## config.mk

```make
export PLATFORM = sky130hd
export DESIGN_NAME = ysyx_24100005_lsu
export DESIGN_NICKNAME = d
export VERILOG_FILES = /design/src/rtl/ysyx_24100005_lsu.sv
export SDC_FILE = /design/constraint.sdc
export NUM_CORES = 1
export LEC_CHECK = 0
export ABC_CLOCK_PERIOD_IN_PS = 3500
export BUFFER_PORTS_ARGS = -buffer_cell sky130_fd_sc_hd__buf_2
export CORE_MARGIN = 1.5
export CORE_UTILIZATION = 35
export CTS_CLUSTER_SIZE = 25
export DETAILED_ROUTE_END_ITERATION = 10
export PLACE_DENSITY = 0.69
export SLEW_MARGIN = 10
export SYNTH_ARGS = -nofsm -noshare
export SYNTH_HDL_FRONTEND = slang
export SYNTH_SLANG_ARGS = --single-unit
```

## constraint.sdc

```tcl
create_clock -name clk -period 3.5 [get_ports clk]
set_input_delay 0.525 -clock clk [delete_from_list [all_inputs] [get_ports clk]]
set_output_delay 0.525 -clock clk [all_outputs]
set_load 0.1 [all_outputs]
```

## src/rtl/ysyx_24100005_lsu.sv

```systemverilog
// rtl/ysyx_24100005_lsu.sv - multi-cycle load/store unit with valid/ready core and memory ports
// Aligns stores into byte lanes, extracts and extends loads, and reports access errors and timeouts.
module ysyx_24100005_lsu #(
  parameter int DATA_W  = 32,
  parameter int ADDR_W  = 32,
  parameter int TIMEOUT = 255
) (
  input  logic                clk,
  input  logic                rst,
  input  logic                req_valid,
  output logic                req_ready,
  input  logic                req_we,
  input  logic [2:0]          req_funct3,
  input  logic [ADDR_W-1:0]   req_addr,
  input  logic [DATA_W-1:0]   req_wdata,
  output logic                rsp_valid,
  input  logic                rsp_ready,
  output logic [DATA_W-1:0]   rsp_rdata,
  output logic [1:0]          rsp_err,
  output logic                mem_valid,
  input  logic                mem_ready,
  output logic                mem_we,
  output logic [ADDR_W-1:0]   mem_addr,
  output logic [DATA_W-1:0]   mem_wdata,
  output logic [DATA_W/8-1:0] mem_wmask,
  input  logic                mem_rvalid,
  input  logic [DATA_W-1:0]   mem_rdata,
  input  logic                mem_rerr
);
  localparam int NB   = DATA_W / 8;
  localparam int OFFW = $clog2(NB);
  localparam int CNTW = $clog2(TIMEOUT + 1);

  typedef enum logic [1:0] {IDLE, ISSUE, WAIT, RESP} state_t;
  state_t state, state_nxt;

  logic [CNTW-1:0]   cnt;
  logic              we_q;
  logic [2:0]        f3_q;
  logic [OFFW-1:0]   off_q;
  logic [ADDR_W-1:0] addr_q;
  logic [DATA_W-1:0] wdata_q;
  logic [NB-1:0]     wmask_q;
  logic [DATA_W-1:0] rdata_q;
  logic [1:0]        err_q;

  logic              accept;
  logic              illegal;
  logic              misaligned;
  logic              timed_out;
  logic [1:0]        req_err;
  logic [2:0]        align_mask;
  logic [OFFW-1:0]   req_off;
  logic [7:0]        size_mask;
  logic [15:0]       mask_wide;
  logic [DATA_W-1:0] lane;
  logic [DATA_W-1:0] load_val;

  assign accept  = req_valid && (state == IDLE);
  assign req_off = req_addr[OFFW-1:0];

  always_comb begin
    illegal = 1'b0;
    case (req_funct3)
      3'b011:         illegal = (DATA_W != 64);
      3'b100, 3'b101: illegal = req_we;
      3'b110:         illegal = req_we || (DATA_W != 64);
      3'b111:         illegal = 1'b1;
      default:        illegal = 1'b0;
    endcase
  end

  // size code 3 wraps 3'b001<<3 to zero, so the subtraction yields 3'b111
  assign align_mask = (3'b001 << req_funct3[1:0]) - 3'b001;
  assign misaligned = |(req_addr[2:0] & align_mask);
  assign req_err    = illegal ? 2'b10 : (misaligned ? 2'b01 : 2'b00);
  assign timed_out  = (cnt == CNTW'(TIMEOUT - 1));

  always_comb begin
    size_mask = 8'h00;
    case (req_funct3[1:0])
      2'b00:   size_mask = 8'h01;
      2'b01:   size_mask = 8'h03;
      2'b10:   size_mask = 8'h0f;
      default: size_mask = 8'hff;
    endcase
  end

  assign mask_wide = {8'h00, size_mask} << req_off;
  assign lane      = mem_rdata >> {off_q, 3'b000};

  always_comb begin
    load_val = lane;
    case (f3_q)
      3'b000:  load_val = DATA_W'($signed(lane[7:0]));
      3'b001:  load_val = DATA_W'($signed(lane[15:0]));
      3'b010:  load_val = DATA_W'($signed(lane[31:0]));
      3'b100:  load_val = DATA_W'(lane[7:0]);
      3'b101:  load_val = DATA_W'(lane[15:0]);
      3'b110:  load_val = DATA_W'(lane[31:0]);
      default: load_val = lane;
    endcase
  end

  always_ff @(posedge clk or negedge rst) begin
    if (!rst) state <= IDLE;
    else      state <= state_nxt;
  end

  always_comb begin
    state_nxt = state;
    case (state)
      IDLE:    if (accept) state_nxt = (req_err != 2'b00) ? RESP : ISSUE;
      ISSUE:   if (mem_ready) state_nxt = WAIT;
      WAIT:    if (mem_rvalid || timed_out) state_nxt = RESP;
      RESP:    if (rsp_ready) state_nxt = IDLE;
      default: state_nxt = IDLE;
    endcase
  end

  always_comb begin
    req_ready = 1'b0;
    mem_valid = 1'b0;
    mem_we    = 1'b0;
    mem_addr  = '0;
    mem_wdata = '0;
    mem_wmask = '0;
    rsp_valid = 1'b0;
    rsp_rdata = '0;
    rsp_err   = 2'b00;
    case (state)
      IDLE: req_ready = 1'b1;
      ISSUE: begin
        mem_valid = 1'b1;
        mem_we    = we_q;
        mem_addr  = addr_q;
        mem_wdata = wdata_q;
        mem_wmask = wmask_q;
      end
      RESP: begin
        rsp_valid = 1'b1;
        rsp_rdata = rdata_q;
        rsp_err   = err_q;
      end
      default: ;
    endcase
  end

  always_ff @(posedge clk or negedge rst) begin
    if (!rst) begin
      cnt     <= '0;
      we_q    <= 1'b0;
      f3_q    <= 3'b000;
      off_q   <= '0;
      addr_q  <= '0;
      wdata_q <= '0;
      wmask_q <= '0;
      rdata_q <= '0;
      err_q   <= 2'b00;
    end else begin
      if (accept) begin
        we_q    <= req_we;
        f3_q    <= req_funct3;
        off_q   <= req_off;
        addr_q  <= {req_addr[ADDR_W-1:OFFW], {OFFW{1'b0}}};
        wdata_q <= req_we ? (req_wdata << {req_off, 3'b000}) : '0;
        wmask_q <= req_we ? mask_wide[NB-1:0] : '0;
        rdata_q <= '0;
        err_q   <= req_err;
      end
      // responses outside WAIT (late or pre-reset) are never sampled
      if (state == ISSUE) begin
        cnt <= '0;
      end else if (state == WAIT) begin
        cnt <= cnt + 1'b1;
        if (mem_rvalid) begin
          err_q   <= mem_rerr ? 2'b11 : 2'b00;
          rdata_q <= (mem_rerr || we_q) ? '0 : load_val;
        end else if (timed_out) begin
          err_q <= 2'b11;
        end
      end
    end
  end
endmodule

```

# After elaboration in Yosys (flattened, before gate mapping)
# Index checks and enable logic that the tools add are counted.
[word_totals]
rom_bits = 0
ramBits = 0
out_inout_bits = 106
inputBits = 107
regBits = 116
memories = 0
latchBits = 0
[classes]
div_mod_pow = 0
n_shift = 4
n_bitwise = 1
order_cmp = 0
mul = 0
addsub = 2
n_mux = 35
n_reduce_logical = 12
n_eq_ne = 18
[op_table]
columns = ["op", "count"]
rows = [
  ["two-way mux 32 bit", 9],
  ["one-hot mux 32 bit (4 select lines)", 1],
  ["<< shifter 32 x 5 -> 32 bit", 1],
  ["right shift 32 x 5 -> 32 bit", 1],
  ["two-way mux 2 bit", 13],
  ["one-hot mux 8 bit (3 select lines)", 1],
  ["equality test 3 bit (second input constant)", 6],
  ["two-way mux 8 bit", 2],
  ["adder 8 x 1 -> 8 bit (second input constant)", 1],
  ["equality test 8 bit (second input constant)", 1],
  ["two-way mux 4 bit", 2],
  ["inequality test 2 bit (second input constant)", 4],
  ["one-hot mux 2 bit (4 select lines)", 1],
  ["<< shifter 8 x 2 -> 4 bit", 1],
  ["equality test 2 bit (second input constant)", 3],
  ["OR reduction 3 bit", 2],
  ["two-way mux 1 bit", 5],
  ["equality test 2 x 1 -> 1 bit (second input constant)", 2],
  ["zero test 2 bit", 2],
  ["AND reduction 4 bit", 1],
  ["nonzero test 2 bit", 2],
  ["bitwise AND 3 bit", 1],
  ["equality test 3 x 1 -> 1 bit (second input constant)", 1],
  ["equality test 3 x 2 -> 1 bit (second input constant)", 1],
  ["7 further kinds", 8],
]

# Logic depth before layout (Yosys ltp)
[depth]
ltp_word = 11
mapped_depth = 8
mapped_depth_nobuf = 6

# Least setup slack after synthesis
# Ideal clock, no wire load.
[synth_timing]
path_kind = "flip-flop to output port"
from = "register state[1]"
to = "output mem_addr[27]"
arrival_time_ps = 2694
path_stages_with_launch = 6
t_required_ps = 2975
path_slack_ps = 281
path_buffers = 2
path_cell_list = "dfrtp_1 -> inv_1 -> ha_1 -> clkbuf_1 -> clkbuf_1 -> and2_1"
[synth_via]
elab_chain_len = 2
[synth_lines]
columns = ["item", "line_no", "rtl"]
rows = [
  ["start, declared", "35", "state_t state, state_nxt;"],
  ["start signal, assigned", "107", "else state <= state_nxt;"],
  ["equality test 2 x 1 -> 1 bit", "131", "case (state)"],
  ["two-way mux 32 bit", "131", ""],
  ["end, declared", "23", "output logic [ADDR_W-1:0] mem_addr,"],
]
# No other way between the ends.

# Final worst setup path
[layout_timing]
from = "register state[1]"
to = "output mem_wdata[31]"
[layout_via]
elab_chain_len = 2
[layout_lines]
columns = ["item", "line_no", "rtl"]
rows = [
  ["equality test 2 x 1 -> 1 bit", "131", ""],
  ["two-way mux 32 bit", "131", ""],
  ["end, declared", "24", "output logic [DATA_W-1:0] mem_wdata,"],
]
# No other way between the ends.

==> impl_metrics.toml <==
[run_status]
status = "finished, final reports clean"

[critical_path]
r2r_cells = 6
cp.depth = 5
timing.critical_path.buf_inv = 3
critPathMaxStageDelay_ns = 0.52
crit_required_ns = 2.97
cp.arrival_ns = 2.40
cp_top_family = "buffers and inverters"
crit_path_end_kind = "primary output"
cpMaxStageDelayCell = "buf_4"
crit_fanout = 78
path_cells = "inv_1, ha_2, buf_4, and2_1, buf_2"
path_class = "reg2out"
cp-start-kind = "register"

[layout]
multi_input_comb_area_um2 = 3142
drive_gt1_share_pct = 40.72
final_cell_mix = "209 x buf_2, 116 x dfrtp_1, 102 x and2_1, 56 x o21ai_0, 52 x mux2_2"
ff_latch_area_um2 = 2903
final_nets = 903
final.fill_count = 1645
diodes = 0
final_common_cell = "buf_2"
syn_to_final_growth_pct = 29.03
fin_util_pct = 46.52
fin_area_um2 = 8103

[detailed_routing]
antenna_left = 0
via_per_inst = 5.069
drt-initial-drc-count = 240
vias = 5211
routed_wl_mm = 17.22
wl_per_cell_um = 16.75
drc = 0
drt_pass1_iterations = 6

[global_routing]
grt_pass1_wl_mm = 26.82
antenna_found_initial = 1
grt_usage_pct = 18.61
globalRouteOverflowTotal = 0
grt_max_degree = 79
grt_pass1_vias = 5037

[timing]
finalSetupTns_ns = 0
fmax_mhz = 342.4
period_minus_slack_ns = 2.920
drv_slew = 0
slew_headroom_pct = 44.13
finalCritPeriodShare_pct = 83.44
worst_pin_slew_ns = 0.8381
grt_setup_unrepaired = "false"
finClkSkew_ns = 0.005862
hold_violations = 0
setup-violations-final = 0

[cts]
clockRootBuffer = "clkbuf_16"
ctsResizeCount = 0
cts.sinks = 116
cts_made_buffers = 17
clkSlewWorstSetupHoldPaths_ns = 0.05
ctsHoldBuffers = 0
cts-htree-levels = 4
cts_setup_buffers = 0
clock_latency_ns = 0.41
cts_tree = "done"
clockBufferDepth = 2

[logic_synthesis]
async_flop_share_pct = 100.0
netlist_instances = 600
synth_edf_count = 0
ys.flop_type = "dfrtp_1"
synth-seq-cells = 116
synth_area_um2 = 6280
syn_area_per_cell_um2 = 10.47
yosysWarnings = 0
yosysUniqueCellTypes = 45
synth-seq-area-share_pct = 46.22

[min_path]
hp-class = "in2async"

[floorplan]
ioPinCount = 213
fp.coreArea_um2 = 17420
dieArea_um2 = 18760
die_w_um = 137.0
start_util_pct = 36.06
placementRows = 48
die-height_um = 137.0

[place]
dpl.hpwl_mm = 12.19
place_area_um2 = 7490
gp_congestion = 0.7925
port_buffers = 210

[pwr]
ir_drop_v = 0.0004477
p_per_area_nw_per_um2 = 1026
p_leak_uw = 0.004105

[run]
maxCapViolations = 0
synthesized netlist by cell type, types with 3 or more instances:
master / n / area share, %
dfrtp_1: 116 / 46
and2_1: 102 / 10
o21ai_0: 56 / 4.5
mux2_2: 52 / 9.3
nand2_1: 46 / 2.7
clkbuf_1: 30 / 1.8
mux2i_1: 26 / 4.1
a21oi_1: 23 / 1.8
a22o_1: 17 / 2.4
nor2_1: 16 / 0.96
inv_1: 12 / 0.72
a221o_2: 10 / 1.8
nor2b_1: 10 / 1.0
mux4_2: 9 / 3.2
nand3b_1: 8 / 0.96
buf_2: 7 / 0.56
a221o_1: 6 / 0.96
buf_1: 6 / 0.36
ha_1: 6 / 1.2
o22ai_1: 6 / 0.60
nand3_1: 5 / 0.40
buf_4: 3 / 0.36
state kept, by name (all words and copies together) (netlist names):
signal and count:
wdata_q 32, we_q 1, state 2, cnt 8, off_q 2, wmask_q 4
rdata_q 32, err_q 2, addr_q 30, f3_q 3
logic make-up after synthesis:
logic type,count (synthesis),share of synthesized area [%]
xor+xnor,2,0.2790
flops,116,46.22
other cells,1,0.05972
compound gates,126,13.07
mux,87,16.70
simple gates,203,18.51
fa+ha+maj,6,1.195
buf+inv,59,3.965
through the flow:
step                total power, µW  std cells  setup WS (ns)  hold slack (ns)
floorplan                      5770        601         0.2810           0.2294
global route                   8772       1028         0.4516           0.1902
global placement               6491        996         0.9675           0.4492
finish                         8315       1028         0.5797           0.1475
CTS                            8383       1028         0.5828           0.1687
detailed placement             6556        996         0.9152           0.4626
area by class of cell:
| type | instances | share of cell area [%] |
|---|---|---|
| Clock buffer | 23 | 6.022 |
| Inverter | 12 | 0.5559 |
| Sequential cell | 116 | 35.82 |
| Timing Repair Buffer | 217 | 13.80 |
| Multi-Input combinational cell | 426 | 38.77 |
| Tap cell | 225 | 3.474 |
| Clock inverter | 9 | 1.544 |
power breakdown:
part	switching [µW]	total, µW	leakage [µW]	internal [µW]
clock network	610	1800	0.000299	1190
registers	391	2350	0.00149	1960
logic	3020	4170	0.00231	1150
path summary, 6_finish.rpt:
kind	startpoint	to	slack (ns)
worst max-delay path	state[1]	mem_wdata[31]	0.58
worst min-delay path	rst	rdata_q[26]	0.15
worst max register to register	state[1]	wdata_q[5]	0.93
worst min register to register	rdata_q[5]	rdata_q[5]	0.47
max in group asynchronous	rst	off_q[0]	2.52
min in group clk	req_addr[4]	addr_q[4]	0.34
layer usage:
metal,vias up,wire length (µm),global-route usage (%)
met5,-,7,0
met4,2,401,7.836
met3,27,1444,5.815
met2,210,7896,29.03
met1,2491,7471,23.86
li1,2481,-,-
No activity file was read; power rests on OpenSTA's default activity.
